===== config.mk =====
export PLATFORM = sky130hd
export DESIGN_NAME = posicionador_embarcacao
export DESIGN_NICKNAME = d
export VERILOG_FILES = /design/src/rtl/posicionador_embarcacao.sv
export SDC_FILE = /design/constraint.sdc
export NUM_CORES = 1
export LEC_CHECK = 0
export CORE_MARGIN = 5
export CORE_UTILIZATION = 56
export DETAILED_ROUTE_END_ITERATION = 8
export PLACE_DENSITY = 0.86
export SKIP_CTS_REPAIR_TIMING = 1
export SLEW_MARGIN = 10
export SYNTH_ARGS = -nofsm -noshare
export SYNTH_HDL_FRONTEND = slang
export SYNTH_SLANG_ARGS = --single-unit
export TNS_END_PERCENT = 50

===== constraint.sdc =====
create_clock -name clk -period 10.3 [get_ports clk]
set_input_delay 2.06 -clock clk [delete_from_list [all_inputs] [get_ports clk]]
set_output_delay 2.06 -clock clk [all_outputs]
set_load 0.02 [all_outputs]

===== src/rtl/posicionador_embarcacao.sv =====
// Ship-placement engine for one Batalha Naval vessel: turns player pulses into the
// packed cell-coordinate vector read by the VGA renderers, with bounds and overlap checks.
module posicionador_embarcacao #(
  parameter int TAMANHO = 5
) (
  input  logic        clk,
  input  logic        reset,
  input  logic        habilitar,
  input  logic        btn_cima,
  input  logic        btn_baixo,
  input  logic        btn_esq,
  input  logic        btn_dir,
  input  logic        btn_girar,
  input  logic        btn_confirmar,
  input  logic [63:0] mapaOcupado,
  output logic [63:0] posicoesEmbarcacao,
  output logic        posicionada,
  output logic        erro,
  output logic        ocupado
);

  typedef enum logic [1:0] {
    OCIOSO       = 2'd0,
    POSICIONANDO = 2'd1,
    VALIDANDO    = 2'd2,
    FIXADO       = 2'd3
  } estado_t;

  estado_t     estadoReg, estadoNext;
  logic [3:0]  xReg, xNext, yReg, yNext;
  logic        verticalReg, verticalNext;
  logic        erroReg, erroNext;
  logic [63:0] vetorReg, vetorNext;
  logic [4:0]  colisaoCel;
  logic        colisao;

  // True when every cell of a ship anchored at (x,y) stays inside the 8x8 board.
  function automatic logic cabe(input int x, input int y, input logic vert);
    int xFim;
    int yFim;
    xFim = vert ? x : x + TAMANHO - 1;
    yFim = vert ? y + TAMANHO - 1 : y;
    return (x >= 1) && (y >= 1) && (xFim <= 8) && (yFim <= 8);
  endfunction

  // Per-cell coordinates: current anchor feeds the overlap check, next anchor feeds the vector.
  assign vetorNext[2:0]   = 3'b000;
  assign vetorNext[63:43] = '0;

  for (genvar gi = 0; gi < 5; gi++) begin : gCel
    if (gi < TAMANHO) begin : gUsada
      logic [3:0] xAtual, yAtual, xProx, yProx;
      logic [5:0] idxMapa;
      assign xAtual  = verticalReg  ? xReg  : xReg  + 4'(gi);
      assign yAtual  = verticalReg  ? yReg  + 4'(gi) : yReg;
      assign xProx   = verticalNext ? xNext : xNext + 4'(gi);
      assign yProx   = verticalNext ? yNext + 4'(gi) : yNext;
      assign idxMapa = {3'(yAtual - 4'd1), 3'(xAtual - 4'd1)};
      assign colisaoCel[gi] = mapaOcupado[idxMapa];
      assign vetorNext[6+8*gi -: 4]  = xProx;
      assign vetorNext[10+8*gi -: 4] = 4'd9 - yProx;
    end else begin : gLivre
      assign colisaoCel[gi] = 1'b0;
      assign vetorNext[10+8*gi -: 8] = '0;
    end
  end

  assign colisao = |colisaoCel;

  always_comb begin
    int xi;
    int yi;
    estadoNext   = estadoReg;
    xNext        = xReg;
    yNext        = yReg;
    verticalNext = verticalReg;
    erroNext     = 1'b0;
    xi           = int'(xReg);
    yi           = int'(yReg);
    unique case (estadoReg)
      OCIOSO: begin
        if (habilitar) begin
          estadoNext   = POSICIONANDO;
          xNext        = 4'd1;
          yNext        = 4'd1;
          verticalNext = 1'b0;
        end
      end
      POSICIONANDO: begin
        // Single command per cycle; lower-priority pulses are simply dropped.
        if (habilitar) begin
          xNext        = 4'd1;
          yNext        = 4'd1;
          verticalNext = 1'b0;
        end else if (btn_confirmar) begin
          estadoNext = VALIDANDO;
        end else if (btn_girar) begin
          if (cabe(xi, yi, ~verticalReg)) verticalNext = ~verticalReg;
        end else if (btn_cima) begin
          if (cabe(xi, yi + 1, verticalReg)) yNext = yReg + 4'd1;
        end else if (btn_baixo) begin
          if (cabe(xi, yi - 1, verticalReg)) yNext = yReg - 4'd1;
        end else if (btn_esq) begin
          if (cabe(xi - 1, yi, verticalReg)) xNext = xReg - 4'd1;
        end else if (btn_dir) begin
          if (cabe(xi + 1, yi, verticalReg)) xNext = xReg + 4'd1;
        end
      end
      VALIDANDO: begin
        if (habilitar) begin
          estadoNext   = POSICIONANDO;
          xNext        = 4'd1;
          yNext        = 4'd1;
          verticalNext = 1'b0;
        end else if (colisao) begin
          estadoNext = POSICIONANDO;
          erroNext   = 1'b1;
        end else begin
          estadoNext = FIXADO;
        end
      end
      FIXADO: begin
        if (habilitar) begin
          estadoNext   = POSICIONANDO;
          xNext        = 4'd1;
          yNext        = 4'd1;
          verticalNext = 1'b0;
        end
      end
      default: estadoNext = OCIOSO;
    endcase
  end

  always_ff @(posedge clk) begin
    if (reset) begin
      estadoReg   <= OCIOSO;
      xReg        <= 4'd1;
      yReg        <= 4'd1;
      verticalReg <= 1'b0;
      erroReg     <= 1'b0;
      vetorReg    <= '0;
    end else begin
      estadoReg   <= estadoNext;
      xReg        <= xNext;
      yReg        <= yNext;
      verticalReg <= verticalNext;
      erroReg     <= erroNext;
      vetorReg    <= (estadoNext == OCIOSO) ? '0 : vetorNext;
    end
  end

  assign posicoesEmbarcacao = vetorReg;
  assign erro               = erroReg;
  assign posicionada        = (estadoReg == FIXADO);
  assign ocupado            = (estadoReg == POSICIONANDO) || (estadoReg == VALIDANDO);

endmodule


==> flow_summary.yaml <==
status:
  status: "finished, final reports clean"
worst_setup_path:
  crit_fanout: 65
  start_kind: "flop"
  end_kind: "flop"
  reg2reg_to: "posicoesEmbarcacao[13]"
  critPathKind: "flop to flop"
  crit_arrival_ns: 6.85
  rr_worst_depth: 19
  r2r_slack_ns: 3.60
  required_ns: 10.45
  r2r-start: "xReg[0]"
min_path:
  min_path_type: "flop to flop"
  hold_path_depth: 3
  min_to: "estadoReg[0]"
  hp-start: "estadoReg[0]"
sta:
  skew_ns: 0.00776
  holdWs_ns: 0.722
  slew_headroom_pct: 19.6
  worst_pin_slew_ns: 1.20
  fmax_mhz: 149
  tns_ns: 0
  finalMaxSlewViolations: 0
  rsz0062_at_grt: "false"
  min_period_ns: 6.70
  setup_viol: 0
  hold_viol_final: 0
  fin_crit_sh_pct: 65.0
die:
  start_util_pct: 57.1
  coreArea_mm2: 0.0121
  die_w_um: 121
  die_h_um: 121
  die_area_mm2: 0.0146
  io_pins: 140
  rows: 40
yosys:
  synthCells: 784
  synth_area_leader_cell: "mux4_2"
  yosysSeqAreaShare_pct: 12.8
  netlist-cell-type-count: 82
  synth_area_mm2: 0.00689
  ys_top_cells_by_area: "mux4_2 (18%), dfxtp_1 (13%), ha_1 (9.4%)"
  yosys.area.top_type_share_pct: 18.0
  yosys_warnings: 0
  ys_async_sr_fraction_pct: 0
  ys_seq_elements: 44
  synth_enable_flop_cells: 0
  yosys.cell_count.top_type: "nand2_1"
  syn_area_per_cell_um2: 8.79
  ys.flop_type: "dfxtp_1"
  synth_common_cells: "nand2_1 (65), nor2_1 (64), mux4_2 (55)"
clock_network:
  cts-buffers-inserted: 5
  cts-root-buf: "clkbuf_16"
  clk_pin_slew_ns: 0.06
  worstSkewPairLatency_ns: 0.29
  ctsHtreeMaxLevel: 2
  cts_tree: "yes"
  clock_sinks: 44
  cts_buffer_depth: 2
drt:
  wl_um: 22300
  antenna_left: 0
  drc: 0
  first_pass_iters: 6
  wl_per_cell_um: 21.8
  drt_first_iter_violations: 1009
  via_count: 6874
  vias_per_cell: 6.71
layout:
  finalNonFillerCells: 1025
  nets: 981
  diodes: 0
  drive_gt1_share_pct: 12.8
  syn2layout_area_growth_pct: 17.8
power_and_ir_drop:
  leakagePower_nw: 3.12
  peakVddDrop_mv: 0.0797
  power_density_mw_per_mm2: 71.5
global_route:
  grt.total_usage_pct: 29.9
  grt_max_degree: 66
  grt_pass1_vias: 6587
  grt_pass1_wl_um: 35200
  antenna_found_initial: 0
  gr-total-overflow: 0
job:
  drv_cap: 0
placed_design:
  placed_cells: 1016
  portBuffers: 115
  gp_congestion: 1.02
  dpl.hpwl_um: 16500
[logic make-up (layout without fill, tap and decap cells)]
| logic type | count (synthesis) | after routing | share of synthesized area [%] |
|---|---|---|---|
| flops | 44 | 44 | 12.8 |
| fa+ha+maj | 52 | 52 | 9.44 |
| xor+xnor | 45 | 45 | 6.14 |
| compound gates | 145 | 145 | 15.6 |
| buf+inv | 121 | 171 | 9.21 |
| simple gates | 254 | 254 | 18.8 |
| other cells | 1 | 24 | 0.0544 |
| mux | 122 | 122 | 27.9 |
[where the power goes]
| part | internal, mW | switching, mW | total, mW |
|---|---|---|---|
| combinational | 0.0958 | 0.115 | 0.211 |
| sequential | 0.180 | 0.00417 | 0.184 |
| clock | 0.115 | 0.0712 | 0.187 |
| total | 0.391 | 0.190 | 0.581 |
[cells in the final DEF, fill, tap and decap left out, types with 10 or more instances in the layout]
cell	netlist	layout
clkdlybuf4s50_1	0	115
nand2_1	65	65
nor2_1	64	63
mux4_2	55	55
mux2i_1	54	54
ha_1	52	52
dfxtp_1	44	43
inv_1	36	36
a21oi_1	30	30
xnor2_1	31	28
conb_1	1	24
nor3_1	23	23
o21ai_0	17	17
nand3_1	15	15
nor2b_1	14	14
nand4_1	12	12
mux2_2	12	12
xor2_1	11	11
nand2b_1	11	11
a211oi_1	11	11
o22ai_1	10	10
[layout make-up]
| type | count | area, µm² |
|---|---|---|
| flip-flops and latches | 44 | 882 |
| multi-input cells | 642 | 5490 |
| well taps | 168 | 210 |
| clock inverters | 3 | 46.3 |
| fillers | 924 | 3940 |
| inverters | 40 | 153 |
| clock buffers | 5 | 125 |
| repair buffers | 123 | 1210 |
[state kept, by name, summed over array words and instances, names as in the netlist]
name                count
posicoesEmbarcacao     32
xReg                    4
yReg                    4
estadoReg               2
erro                    1
verticalReg             1
[through the flow]
stage,area (µm²),worst slack [ns],utilization (%),power [mW]
after global routing,8120,3.09,67.3,0.600
final,8120,3.60,67.3,0.581
after floorplan,6980,5.50,-,0.309
after global placement,7940,3.92,65.8,0.386
after detailed placement,7940,3.66,65.8,0.389
after CTS,8110,3.65,67.2,0.574
[critical path, cell delays in order, from the launching register on]
cell      delay, ns
dfxtp_2        0.31
buf_4          0.67
clkinv_1       0.61
ha_1           0.49
xnor2_1        0.79
inv_1          0.71
ha_1           0.43
inv_1          0.05
ha_1           0.23
nor2b_1        0.13
a311oi_1       0.32
nor4_2         0.13
and3_2         0.23
or3_1          0.39
a21oi_2        0.36
inv_1          0.11
ha_1           0.20
and2_1         0.14
xnor2_1        0.15
nor2_1         0.05
[worst max-delay path by stage]
| stage | from | end | slack (ns) | cells past startpoint |
|---|---|---|---|---|
| finish | xReg[0] | posicoesEmbarcacao[13] | 3.60 | 19 |
| global route | xReg[0] | posicoesEmbarcacao[14] | 3.09 | 18 |
| CTS | xReg[0] | posicoesEmbarcacao[13] | 3.65 | 19 |
| detailed placement | xReg[0] | posicoesEmbarcacao[13] | 3.66 | 19 |
| global placement | xReg[0] | posicoesEmbarcacao[13] | 3.92 | 19 |
| floorplan | yReg[0] | posicoesEmbarcacao[34] | 5.50 | 22 |
[routing by layer]
metal  global-route usage, %  wire [µm]  vias up
li1                        -          -     3022
met1                    42.1       8610     3217
met2                    44.7       9870      542
met3                    8.21       3040       93
met4                    9.28        795        0
met5                       0          0        -
No activity file was read; power rests on OpenSTA's default activity.
==> patch 1, RTL diff (same flow settings) <==
Re-encode `estado_t` (4 values) as one-hot, 4 bits wide.
--- a/src/rtl/posicionador_embarcacao.sv
+++ b/src/rtl/posicionador_embarcacao.sv
@@ -19,11 +19,11 @@
   output logic        ocupado
 );
 
-  typedef enum logic [1:0] {
-    OCIOSO       = 2'd0,
-    POSICIONANDO = 2'd1,
-    VALIDANDO    = 2'd2,
-    FIXADO       = 2'd3
+  typedef enum logic [3:0] {
+    OCIOSO       = 4'b0001,
+    POSICIONANDO = 4'b0010,
+    VALIDANDO    = 4'b0100,
+    FIXADO       = 4'b1000
   } estado_t;
 
   estado_t     estadoReg, estadoNext;
Formal check against the unedited RTL: no difference found for any inputs over 4 cycles, from zero or initial values and one cycle with reset high; so few cycles prove little.
==> patch 1 against the unedited design <==
  * Fmax grew 23%
  * Die area is 3.0% lower
  * Final cell count is 5.0% lower
  * Total power is 14% lower
  * Global-route usage fell by 1.3 points
  * First-iteration DRC count fell by 12%
  * Sequential share of layout area up 0.89 points
  * Synthesized area down 3.3%
  * Design area down 3.4%
  * Setup slack improved by 1.3 ns
  * Critical endpoint is now posicoesEmbarcacao[26]$_SDFF_PP0_
  * Largest power group is now registers
  * Sequential cell count is 2 higher
  * Wire length decreased by 6.9%
==> patch 1: results (changes against the unedited design) <==
Synth
  – Cell variety after synth: 84 (was 82)
  – Top post-synthesis cells by count: nand2_1, nor2_1, mux4_2, ha_1, dfxtp_1 (was nand2_1, nor2_1, mux4_2, mux2i_1, ha_1)
  – Sequential-to-total area share from yosys stat: 13.81% (was 12.78%)
  – Avg Cell Area, Syn: 8.772 sq um (was 8.789 sq um)
  – Largest cells by area after synthesis: mux4_2, dfxtp_1, ha_1 (unchanged)

Timing
  – Slew HR: 17.42% (was 19.58%)
  – Clock Skew: 0.002212 ns (was 0.007760 ns)

Worst setup path
  – Slowest stage delay, CP: 0.64 ns (was 0.79 ns)
  – Slowest CP cell: a211oi_2 (was xnor2_1)
  – Crit-path max FO: 37 (was 65)
  – Critical path arrival: 5.59 ns (was 6.85 ns)

Final layout
  – Fillers: 920 (was 924)
  – Layout cells sized above 1: 13.00% (was 12.84%)
  – Final #Nets: 953 (was 981)
  – Final non-filler cell total: 974 (was 1025)

GRT
  – Largest net degree at the start of global routing: 61 (was 66)
  – Vias in the first global route: 6418 (was 6587)

Pwr
  – Clock distribution power: 0.000183 W (was 0.000187 W)
  – Peak supply drop: 81.06 uV (was 79.69 uV)
  – Comb pwr: 0.000132 W (was 0.000211 W)

Status
  – Status: finished, final reports clean (unchanged)

Drt
  – DR WL met3: 2025 um (was 3042 um)
  – Vias/cell: 6.715 (was 6.706)
  – Post-DR wirelength/cell: 21.33 um (was 21.77 um)

Place
  – HPWL Detailed: 15660 um (was 16500 um)
  – DP Area: 0.007676 sq mm (was 0.007935 sq mm)
  – Dpl ws: 4.748 ns (was 3.663 ns)
## patch 1: layout make-up
type	instances	area [sq um]	share of cell area (%)
timing repair buffer	124	1219	15.54
sequential	46	922.1	11.76
inverter	35	131.4	1.675
tap	143	178.9	2.281
clock buffer	6	128.9	1.643
clock inverter	2	37.54	0.4786
multi-input combinational	618	5225	66.62
## patch 1: final timing paths
path / startpoint / to / slack, ns / cells after the start
setup / recovery: yReg[0]$_SDFF_PP1_ / posicoesEmbarcacao[26]$_SDFF_PP0_ / 4.86 / 21
hold / removal: estadoReg[2]$_SDFF_PP0_ / estadoReg[1]$_SDFF_PP0_ / 0.73 / 3
hold reg to reg: estadoReg[2]$_SDFF_PP0_ / estadoReg[1]$_SDFF_PP0_ / 0.73 / 3
setup reg to reg: yReg[0]$_SDFF_PP1_ / posicoesEmbarcacao[26]$_SDFF_PP0_ / 4.86 / 21
## patch 1: routing by layer
layer  global-route usage (%)  vias up
met5                        0        -
met4                    7.676        0
met3                    5.403       51
met2                    45.35      412
met1                    40.11     3164
li1                         -     2913
## patch 1: cell families (layout without fill, tap and decap cells)
kind of cell,after synthesis,after routing,share of synthesized area (%)
AOI/OAI and AO/OA,158,158,16.80
xor gates and xnor gates,46,46,6.888
adders and majority gates,50,50,9.384
buffers and inverters,119,167,9.328
DFF,46,46,13.81
muxes,97,97,24.64
other,1,24,0.05625
and+or+nand+nor,243,243,19.09
## patch 1: per-stage QoR
stage | power (W) | util (%)
2_1_floorplan | 0.0002650 | -
3_3_place_gp | 0.0003145 | 66.37
3_5_place_dp | 0.0003168 | 66.37
4_1_cts | 0.0004963 | 67.81
5_1_grt | 0.0005157 | 67.81
6_report | 0.0004990 | 67.81
==> patch 2, RTL diff (config.mk and constraints unchanged) <==
Made on the original files. Remove the register `vetorReg`: a continuous assignment takes its place, so the output `posicoesEmbarcacao` follows one clock earlier.
--- a/src/rtl/posicionador_embarcacao.sv
+++ b/src/rtl/posicionador_embarcacao.sv
@@ -138,16 +138,16 @@
       yReg        <= 4'd1;
       verticalReg <= 1'b0;
       erroReg     <= 1'b0;
-      vetorReg    <= '0;
     end else begin
       estadoReg   <= estadoNext;
       xReg        <= xNext;
       yReg        <= yNext;
       verticalReg <= verticalNext;
       erroReg     <= erroNext;
-      vetorReg    <= (estadoNext == OCIOSO) ? '0 : vetorNext;
     end
   end
+
+  assign vetorReg = (estadoNext == OCIOSO) ? '0 : vetorNext;
 
   assign posicoesEmbarcacao = vetorReg;
   assign erro               = erroReg;
Function: changed (a bounded check fails within 4 cycles, from zero or initial values and one cycle with reset high).
==> patch 2 against the unedited design <==
  * Synthesized area fell by 19%
  * Total power down 44%
  * Register-to-register slack improved by 0.78 ns
  * Design area is 18% lower
  * Wire length down 21%
  * Setup slack worse by 1.4 ns
  * Sequential cell count decreased by 32
  * Via count is 19% lower
  * Largest power group unchanged
==> patch 2: results (changes against the unedited design) <==
Pwr
  – Net Switching: 0.0001405 W (was 0.0001901 W)
  – Leak pwr: 2.518 nW (was 3.119 nW)
  – Clock power frac: 13.9% (was 32.1%)
  – Combinational power share: 70.9% (was 36.2%)
  – Post-route total power: 0.0003232 W (was 0.0005808 W)

Worst setup path
  – Crit-path max FO: 46 (was 65)
  – Reg2reg path depth: 15 (was 19)
  – Critical path arrival: 5.99 ns (was 6.85 ns)
  – End of the worst register-to-register path: erro$_SDFF_PP0_ (was posicoesEmbarcacao[13]$_SDFF_PP0_)
  – FF-to-FF setup slack: 4.38 ns (was 3.60 ns)

GRT
  – Total track usage: 28.59% (was 29.92%)
  – Met2 Use GR: 47.95% (was 44.67%)
  – Vias in the first global route: 5351 (was 6587)
  – M1 GR Usage: 39.18% (was 42.12%)
  – M3 GR Usage: 4.463% (was 8.205%)
  – First-pass GRT wire length: 27270 um (was 35250 um)
  – Largest net degree at the start of global routing: 47 (was 66)

Worst hold path
  – WHS Endpoint: estadoReg[1]$_SDFF_PP0_ (was estadoReg[0]$_SDFF_PP0_)
  – Min-Delay Path Class: reg -> reg (unchanged)
  – Hold_sp: estadoReg[1]$_SDFF_PP0_ (was estadoReg[0]$_SDFF_PP0_)

Drt
  – Via count: 5564 (was 6874)
  – Vias/cell: 6.455 (was 6.706)
  – DRT iter0 DRCs: 617 (was 1009)
  – DR pass1 iterations: 6 (unchanged)

Synth
  – Cell variety after synth: 74 (was 82)
  – Sequential-to-total area share from yosys stat: 4.330% (was 12.78%)
  – Avg Cell Area, Syn: 8.548 sq um (was 8.789 sq um)
  – Top post-synthesis cells by count: nor2_1, nand2_1, mux4_2, ha_1, mux2i_1 (was nand2_1, nor2_1, mux4_2, mux2i_1, ha_1)

CTS
  – H-Tree Depth: 1 (was 2)
  – Root buf cell: clkbuf_8 (was clkbuf_16)
  – Num CTS Buffers: 3 (was 5)

Timing
  – Clock Skew: 0.004521 ns (was 0.007760 ns)
  – WHS: 0.7182 ns (was 0.7215 ns)
  – Worst-margin pin slew: 1.019 ns (was 1.200 ns)

Place
  – RD Place Congestion: 0.9663 (was 1.020)
  – HPWL Detailed: 13840 um (was 16500 um)

Final layout
  – Layout cells sized above 1: 13.72% (was 12.84%)

Status
  – Status: finished, final reports clean (unchanged)
## patch 2: kinds of logic (layout without fill, tap and decap cells)
logic type | after synthesis | in the layout | synth area share [%]
buf+inv | 106 | 163 | 9.968
flops | 12 | 12 | 4.330
other cells | 1 | 24 | 0.06759
fa+ha+maj | 53 | 53 | 11.95
compound gates | 122 | 122 | 15.90
xor+xnor | 47 | 47 | 8.367
mux | 104 | 104 | 31.33
simple gates | 204 | 204 | 18.09
## patch 2: worst max-delay path, stage by stage (launching register included)
cell and delay (ns):
dfxtp_2 0.31, buf_4 0.51, clkinv_1 0.69, ha_1 0.54, xnor2_2 0.46, inv_1 0.09, ha_1 0.30, o21ai_0 0.07
a211oi_1 0.13, nor4_2 0.46, a22oi_1 0.17, or3_4 0.38, a21oi_4 0.34, ha_1 0.26, a21o_1 0.12, nand3_1 0.08
a21oi_1 0.19, clkdlybuf4s50_1 0.63
## patch 2: per-layer routing
metal	routed length, um	share of wire [%]	up-vias
li1	-	-	2522
met1	7084	40	2694
met2	8681	50	316
met3	1521	8.7	32
met4	244	1.4	0
met5	0	0	-
## patch 2: layout make-up
cell class,count,area (sq um)
Sequential cell,12,241.5
Clock buffer,3,41.29
Tap cell,133,166.4
Timing Repair Buffer,124,1219
Inverter,36,135.1
Multi-Input combinational cell,554,4841
Fill cell,804,3085
## patch 2: worst max path at each step
stage                                   to  slack (ns)
finish              posicoesEmbarcacao[30]        2.25
global route        posicoesEmbarcacao[26]        1.87
CTS                 posicoesEmbarcacao[30]        2.30
detailed placement  posicoesEmbarcacao[26]        2.36
global placement    posicoesEmbarcacao[26]        2.50
floorplan           posicoesEmbarcacao[26]        3.80
